[config.mk]
export PLATFORM = sky130hd
export DESIGN_NAME = fetch_sequencer
export DESIGN_NICKNAME = d
export VERILOG_FILES = /design/src/rtl/fetch_sequencer_pkg.sv /design/src/rtl/fetch_sequencer_pc_next_sel.sv /design/src/rtl/fetch_sequencer.sv
export SDC_FILE = /design/constraint.sdc
export NUM_CORES = 1
export LEC_CHECK = 0
export CAP_MARGIN = 30
export CORE_AREA = 2 2 47 71
export CTS_CLUSTER_SIZE = 8
export DETAILED_ROUTE_END_ITERATION = 7
export DIE_AREA = 0 0 49 73
export PLACE_DENSITY = 0.77
export REMOVE_ABC_BUFFERS = 1
export SYNTH_ARGS = -nofsm -noshare
export SYNTH_HDL_FRONTEND = slang
export SYNTH_SLANG_ARGS = --single-unit
[constraint.sdc]
create_clock -name clk -period 1.9 [get_ports clk]
set_input_delay 0.285 -clock clk [delete_from_list [all_inputs] [get_ports clk]]
set_output_delay 0.285 -clock clk [all_outputs]
set_load 0.02 [all_outputs]
[src/rtl/fetch_sequencer_pkg.sv]
// Shared definitions for the instruction-fetch sequencer: widths, FSM
// state encoding and the PC-source select used by the next-PC mux.
package fetch_sequencer_pkg;

    localparam int FS_AW = 7;   // PC / instruction-memory address width
    localparam int FS_IW = 8;   // instruction word width

    typedef enum logic [1:0] {
        ST_IDLE = 2'd0,
        ST_REQ  = 2'd1,
        ST_HOLD = 2'd2
    } fetch_state_e;

    typedef enum logic [1:0] {
        SEL_INC  = 2'd0,   // sequential: pc_q + 1
        SEL_BR   = 2'd1,   // live redirect from execute
        SEL_PEND = 2'd2    // redirect captured while a fetch was in flight
    } pc_sel_e;

endpackage

[src/rtl/fetch_sequencer_pc_next_sel.sv]
// Next-PC source mux: sequential increment (wrapping at 2^AW), the live
// branch target, or the branch target latched during an outstanding fetch.
module fetch_sequencer_pc_next_sel
    import fetch_sequencer_pkg::*;
#(
    parameter int AW = FS_AW
) (
    input  logic [AW-1:0] i_pc_q,
    input  logic [AW-1:0] i_br_target,
    input  logic [AW-1:0] i_br_tgt,
    input  logic [1:0]    i_sel,
    output logic [AW-1:0] o_pc_next
);

    logic [AW-1:0] w_pc_inc;

    // Increment naturally wraps the top address back to zero.
    assign w_pc_inc = i_pc_q + {{(AW-1){1'b0}}, 1'b1};

    // Select the next PC according to the requested source.
    always_comb begin
        o_pc_next = w_pc_inc;
        case (i_sel)
            SEL_INC:  o_pc_next = w_pc_inc;
            SEL_BR:   o_pc_next = i_br_target;
            SEL_PEND: o_pc_next = i_br_tgt;
            default:  o_pc_next = w_pc_inc;
        endcase
    end

endmodule

[src/rtl/fetch_sequencer.sv]
// Instruction-fetch controller sitting in front of the PC register.
// Issues held requests to instruction memory, hands fetched words to decode
// over a valid/ready pair, and applies branch redirects. A redirect that
// arrives while a fetch is in flight is remembered and applied when the
// memory answers; the stale instruction is then dropped.
module fetch_sequencer
    import fetch_sequencer_pkg::*;
#(
    parameter int AW = FS_AW,
    parameter int IW = FS_IW
) (
    input  logic          clk,
    input  logic          rst,
    input  logic          run,
    input  logic          stall,
    input  logic          br_valid,
    input  logic [AW-1:0] br_target,
    input  logic [AW-1:0] pc_q,
    output logic [AW-1:0] pc_next,
    output logic          pc_we,
    output logic          imem_req,
    output logic [AW-1:0] imem_addr,
    input  logic          imem_ack,
    input  logic [IW-1:0] imem_data,
    output logic [IW-1:0] ir,
    output logic          ir_valid,
    input  logic          ir_ready
);

    fetch_state_e  r_state;
    fetch_state_e  w_state_nxt;
    logic [IW-1:0] r_ir;
    logic          r_ir_valid;
    logic          r_br_pend;
    logic [AW-1:0] r_br_tgt;
    logic          r_imem_req;

    logic          w_go;
    logic          w_pc_we;
    pc_sel_e       w_sel;
    logic          w_load_ir;
    logic          w_clr_valid;
    logic          w_set_pend;
    logic          w_clr_pend;

    assign w_go = run & ~stall;

    // Next-state and control decode; branch beats pending branch beats ack beats ready.
    always_comb begin
        w_state_nxt = r_state;
        w_pc_we     = 1'b0;
        w_sel       = SEL_INC;
        w_load_ir   = 1'b0;
        w_clr_valid = 1'b0;
        w_set_pend  = 1'b0;
        w_clr_pend  = 1'b0;
        case (r_state)
            ST_IDLE: begin
                if (br_valid) begin
                    w_pc_we     = 1'b1;
                    w_sel       = SEL_BR;
                    w_state_nxt = w_go ? ST_REQ : ST_IDLE;
                end else if (w_go) begin
                    w_state_nxt = ST_REQ;
                end else begin
                    w_state_nxt = ST_IDLE;
                end
            end
            ST_REQ: begin
                if (imem_ack) begin
                    if (br_valid || r_br_pend) begin
                        // Fetched word is on the wrong path: drop it, redirect.
                        w_pc_we     = 1'b1;
                        w_sel       = br_valid ? SEL_BR : SEL_PEND;
                        w_clr_pend  = 1'b1;
                        w_state_nxt = w_go ? ST_REQ : ST_IDLE;
                    end else begin
                        w_pc_we     = 1'b1;
                        w_sel       = SEL_INC;
                        w_load_ir   = 1'b1;
                        w_state_nxt = ST_HOLD;
                    end
                end else if (br_valid) begin
                    // Request stays stable; remember where to go afterwards.
                    w_set_pend  = 1'b1;
                    w_state_nxt = ST_REQ;
                end else begin
                    w_state_nxt = ST_REQ;
                end
            end
            ST_HOLD: begin
                if (br_valid) begin
                    // Flush the held word even if decode takes it this cycle.
                    w_pc_we     = 1'b1;
                    w_sel       = SEL_BR;
                    w_clr_valid = 1'b1;
                    w_state_nxt = w_go ? ST_REQ : ST_IDLE;
                end else if (ir_ready) begin
                    w_clr_valid = 1'b1;
                    w_state_nxt = w_go ? ST_REQ : ST_IDLE;
                end else begin
                    w_state_nxt = ST_HOLD;
                end
            end
            default: begin
                w_state_nxt = ST_IDLE;
            end
        endcase
    end

    // Next-PC mux.
    fetch_sequencer_pc_next_sel #(
        .AW (AW)
    ) u_pc_next_sel (
        .i_pc_q      (pc_q),
        .i_br_target (br_target),
        .i_br_tgt    (r_br_tgt),
        .i_sel       (w_sel),
        .o_pc_next   (pc_next)
    );

    // The PC register must never be written while reset is asserted.
    assign pc_we     = w_pc_we & ~rst;
    assign imem_addr = pc_q;
    assign imem_req  = r_imem_req;
    assign ir        = r_ir;
    assign ir_valid  = r_ir_valid;

    // FSM state and the registered memory request flag.
    always_ff @(posedge clk) begin
        if (rst) begin
            r_state    <= ST_IDLE;
            r_imem_req <= 1'b0;
        end else begin
            r_state    <= w_state_nxt;
            r_imem_req <= (w_state_nxt == ST_REQ);
        end
    end

    // Instruction register and its valid flag toward decode.
    always_ff @(posedge clk) begin
        if (rst) begin
            r_ir       <= {IW{1'b0}};
            r_ir_valid <= 1'b0;
        end else if (w_load_ir) begin
            r_ir       <= imem_data;
            r_ir_valid <= 1'b1;
        end else if (w_clr_valid) begin
            r_ir_valid <= 1'b0;
        end
    end

    // Branch redirect latched while a fetch is still outstanding.
    always_ff @(posedge clk) begin
        if (rst) begin
            r_br_pend <= 1'b0;
            r_br_tgt  <= {AW{1'b0}};
        end else if (w_clr_pend) begin
            r_br_pend <= 1'b0;
        end else if (w_set_pend) begin
            r_br_pend <= 1'b1;
            r_br_tgt  <= br_target;
        end
    end

endmodule
==> flow_metrics.env <==
export IMPL_ys_ff_latch=20
export IMPL_post_route_util_pct=66.9
export IMPL_wire_per_inst_um=15.8
export IMPL_synth_area_leader_cell="dfxtp_1"
export IMPL_io_buffers=53
export IMPL_hold_ws_ns=0.472
export IMPL_ant_nets=0
export IMPL_netSwitchingPower_uw=275
export IMPL_grtUsageMet1_pct=22.6
export IMPL_p_seq_share_pct=42.5
export IMPL_drt_iter0_drc=29
export IMPL_clockPowerShare_pct=25.4
export IMPL_critPathLaunchType="register"
export IMPL_cts_path_max_buffers=2
export IMPL_slew_violations=0
export IMPL_cts_max_level=1
export IMPL_synth_most_common_cell="dfxtp_1"
export IMPL_antenna_found_initial=0
export IMPL_ys_top_cells_by_count="20 x dfxtp_1, 18 x nand2b_1, 15 x mux2i_1"
export IMPL_clock_fmax_mhz=483
export IMPL_slew_headroom_pct=82.8
export IMPL_crit_fanout=8
export IMPL_rr_startpoint="r_state[0]$_SDFF_PP0_"
export IMPL_drive_above_1_share_pct=29.9
export IMPL_initial_utilization_pct=38.2
export IMPL_endpoint="pc_next[5]"
export IMPL_hp_class="reg2reg"
export IMPL_period_share_pct=109
export IMPL_cts_made_buffers=3
export IMPL_place_congestion=0.839
export IMPL_violations="negative setup slack"
export IMPL_die_area_um2=3580
export IMPL_antenna_cells=0
export IMPL_fp_dieW_um=49
export IMPL_drt_total_wl_um=3870
export IMPL_reg2reg_slack_ns=-0.10
export IMPL_grt_overflow=0
export IMPL_synth_top_cells_by_area="dfxtp_1 35%, mux2i_1 13%, nand2b_1 9.7%"
export IMPL_p_per_area_nw_per_um2=503
export IMPL_finalClockSkew_ns=0.00358
export IMPL_vdd_drop_max_mv=0.411
export IMPL_rr_endpoint="ir[7]$_SDFFE_PP0P_"
export IMPL_cts_clk_slew_worst_paths_ns=0.07
export IMPL_grt_busiest_layer="met2"
export IMPL_rsz0062_at_grt="yes"
export IMPL_cts_tree="built"
export IMPL_leakagePower_uw=0.000793
export IMPL_switching_share_pct=26.9
export IMPL_grtUsageMet2_pct=43.8
export IMPL_ys_flop_type="dfxtp_1"
export IMPL_status="finished with violations"
export IMPL_synth_top_area_share_pct=34.6
export IMPL_cp_startpoint="r_state[1]$_SDFF_PP0_"
export IMPL_core_um2=3030
export IMPL_vias_per_cell=5.13
export IMPL_top_level_ports=54
export IMPL_path_class="reg2out"
export IMPL_grt_max_degree=27
export IMPL_grtUsageMet3_pct=4.92
export IMPL_clockRootBuffer="clkbuf_8"
export IMPL_grt_usage_pct=22.2
export IMPL_reg2reg_depth=12
export IMPL_dp_worst_setup_slack_ns=-0.874
export IMPL_nets=238
export IMPL_row_count=25
export IMPL_synth_cell_types=30
export IMPL_area_growth_pct=75.2
export IMPL_synthArstFlopShare_pct=0
export IMPL_finalHoldViolations=0
export IMPL_first_pass_iters=4
export IMPL_cap_viol_max_count=0
export IMPL_worstPathArrival_ns=1.79
export IMPL_critical_path_required_ns=1.62
export IMPL_netlist_instances=131
export IMPL_syn_area_um2=1160
export IMPL_yosysWarningCount=0
export IMPL_worst_pin_slew_ns=0.256
export IMPL_p_int_uw=745
export IMPL_yosysSeqAreaShare_pct=34.6
export IMPL_synth_edf_count=0
export IMPL_timing_final_crit_period_ns=2.07
export IMPL_finalSetupViolations=15
export IMPL_grt_pass1_vias=1345
export IMPL_cts_sinks=20
export IMPL_syn_area_per_cell_um2=8.84
export IMPL_grt_pass1_wl_um=6240
export IMPL_hold_buffers=0
export IMPL_timing_final_ws_setup_ns=-0.170
export IMPL_drc=0
export IMPL_insertion_delay_ns=0.25
export IMPL_cp_end_kind="primary output"
export IMPL_comb_power_share_pct=32.1
export IMPL_min_path_cells=2
export IMPL_hpwl_um=2560
export IMPL_num_vias=1252
export IMPL_fp_dieH_um=73
==> power groups by stage <==
stage                     clock network [uW]  logic, uW  registers [uW]
final                                    259        327             433
after global routing                     293        345             433
after CTS                                270        313             432
after detailed placement                   0        283             444
after global placement                     0        278             443
after floorplan                            0       93.3             449
==> metal layers <==
layer	vias to the layer above	wire length, um
met5	-	0
met4	0	57
met3	6	223
met2	67	2130
met1	575	1460
li1	604	-
==> stage by stage <==
| step | total power, uW | setup TNS (ns) | instance area [um^2] | cells |
|---|---|---|---|---|
| after floorplan | 542 | -0.150 | 1070 | 118 |
| after global placement | 721 | -5.87 | 1800 | 230 |
| after detailed placement | 727 | -6.18 | 1800 | 230 |
| after CTS | 1020 | -0.617 | 2010 | 243 |
| after global routing | 1070 | -2.84 | 2030 | 244 |
| final | 1020 | -1.72 | 2030 | 244 |
==> area by class of cell <==
type                            count  area, um^2
Fill cell                         249        1000
Multi-Input combinational cell     95         766
Inverter                            3        11.3
Timing Repair Buffer               83         753
Clock buffer                        3        41.3
Sequential cell                    20         408
Tap cell                           40        50.0
==> state kept, by name, indices dropped and copies added (netlist names) <==
register,cells
imem_req,1
ir,8
ir_valid,1
r_br_pend,1
r_br_tgt,7
r_state,2
==> worst min path at each step <==
| stage | from | endpoint | slack, ns |
|---|---|---|---|
| 2_1_floorplan | rst | ir_valid$_SDFFE_PP0P_ | 0.35 |
| 3_3_place_gp | ir[4]$_SDFFE_PP0P_ | ir[4]$_SDFFE_PP0P_ | 0.46 |
| 3_5_place_dp | ir[0]$_SDFFE_PP0P_ | ir[0]$_SDFFE_PP0P_ | 0.47 |
| 4_1_cts | ir[0]$_SDFFE_PP0P_ | ir[0]$_SDFFE_PP0P_ | 0.48 |
| 5_1_grt | ir[3]$_SDFFE_PP0P_ | ir[3]$_SDFFE_PP0P_ | 0.51 |
| 6_report | ir[0]$_SDFFE_PP0P_ | ir[0]$_SDFFE_PP0P_ | 0.47 |
==> cells by family after synthesis <==
logic type	count (synthesis)	share of synthesized area (%)
DFF	20	34.6
AOI/OAI and AO/OA	26	14.3
adders and majority gates	3	3.24
xor gates and xnor gates	3	2.27
and+or+nand+nor	48	24.4
muxes	15	13.0
buffers and inverters	16	8.32
==> layout by cell type (no fill, tap or decap), types with 3 or more instances in the layout <==
| master | n |
|---|---|
| mux2i_1 | 15 |
| nand3_1 | 3 |
| a21oi_1 | 6 |
| clkdlybuf4s50_1 | 43 |
| a221oi_2 | 6 |
| o21ai_0 | 3 |
| buf_6 | 4 |
| nand2b_1 | 18 |
| clkbuf_8 | 3 |
| buf_4 | 32 |
| a21oi_2 | 3 |
| dfxtp_1 | 18 |
| inv_1 | 3 |
| nor2_1 | 9 |
==> worst max-delay path, cell delays in order, from the launching register on <==
cell     delay, ns
dfxtp_4       0.36
buf_6         0.12
o21ai_4       0.15
and2_4        0.18
ha_4          0.24
buf_8         0.15
a31oi_1       0.16
buf_4         0.18
==> timing repair <==
item	4_1_cts	5_1_grt
pin swaps	5	3
setup buffers	10	1
hold endpoints to repair	0	0
endpoints found under the setup margin	8	16
resized for setup	71	6
Note: power is estimated with default switching activity, not from simulation.
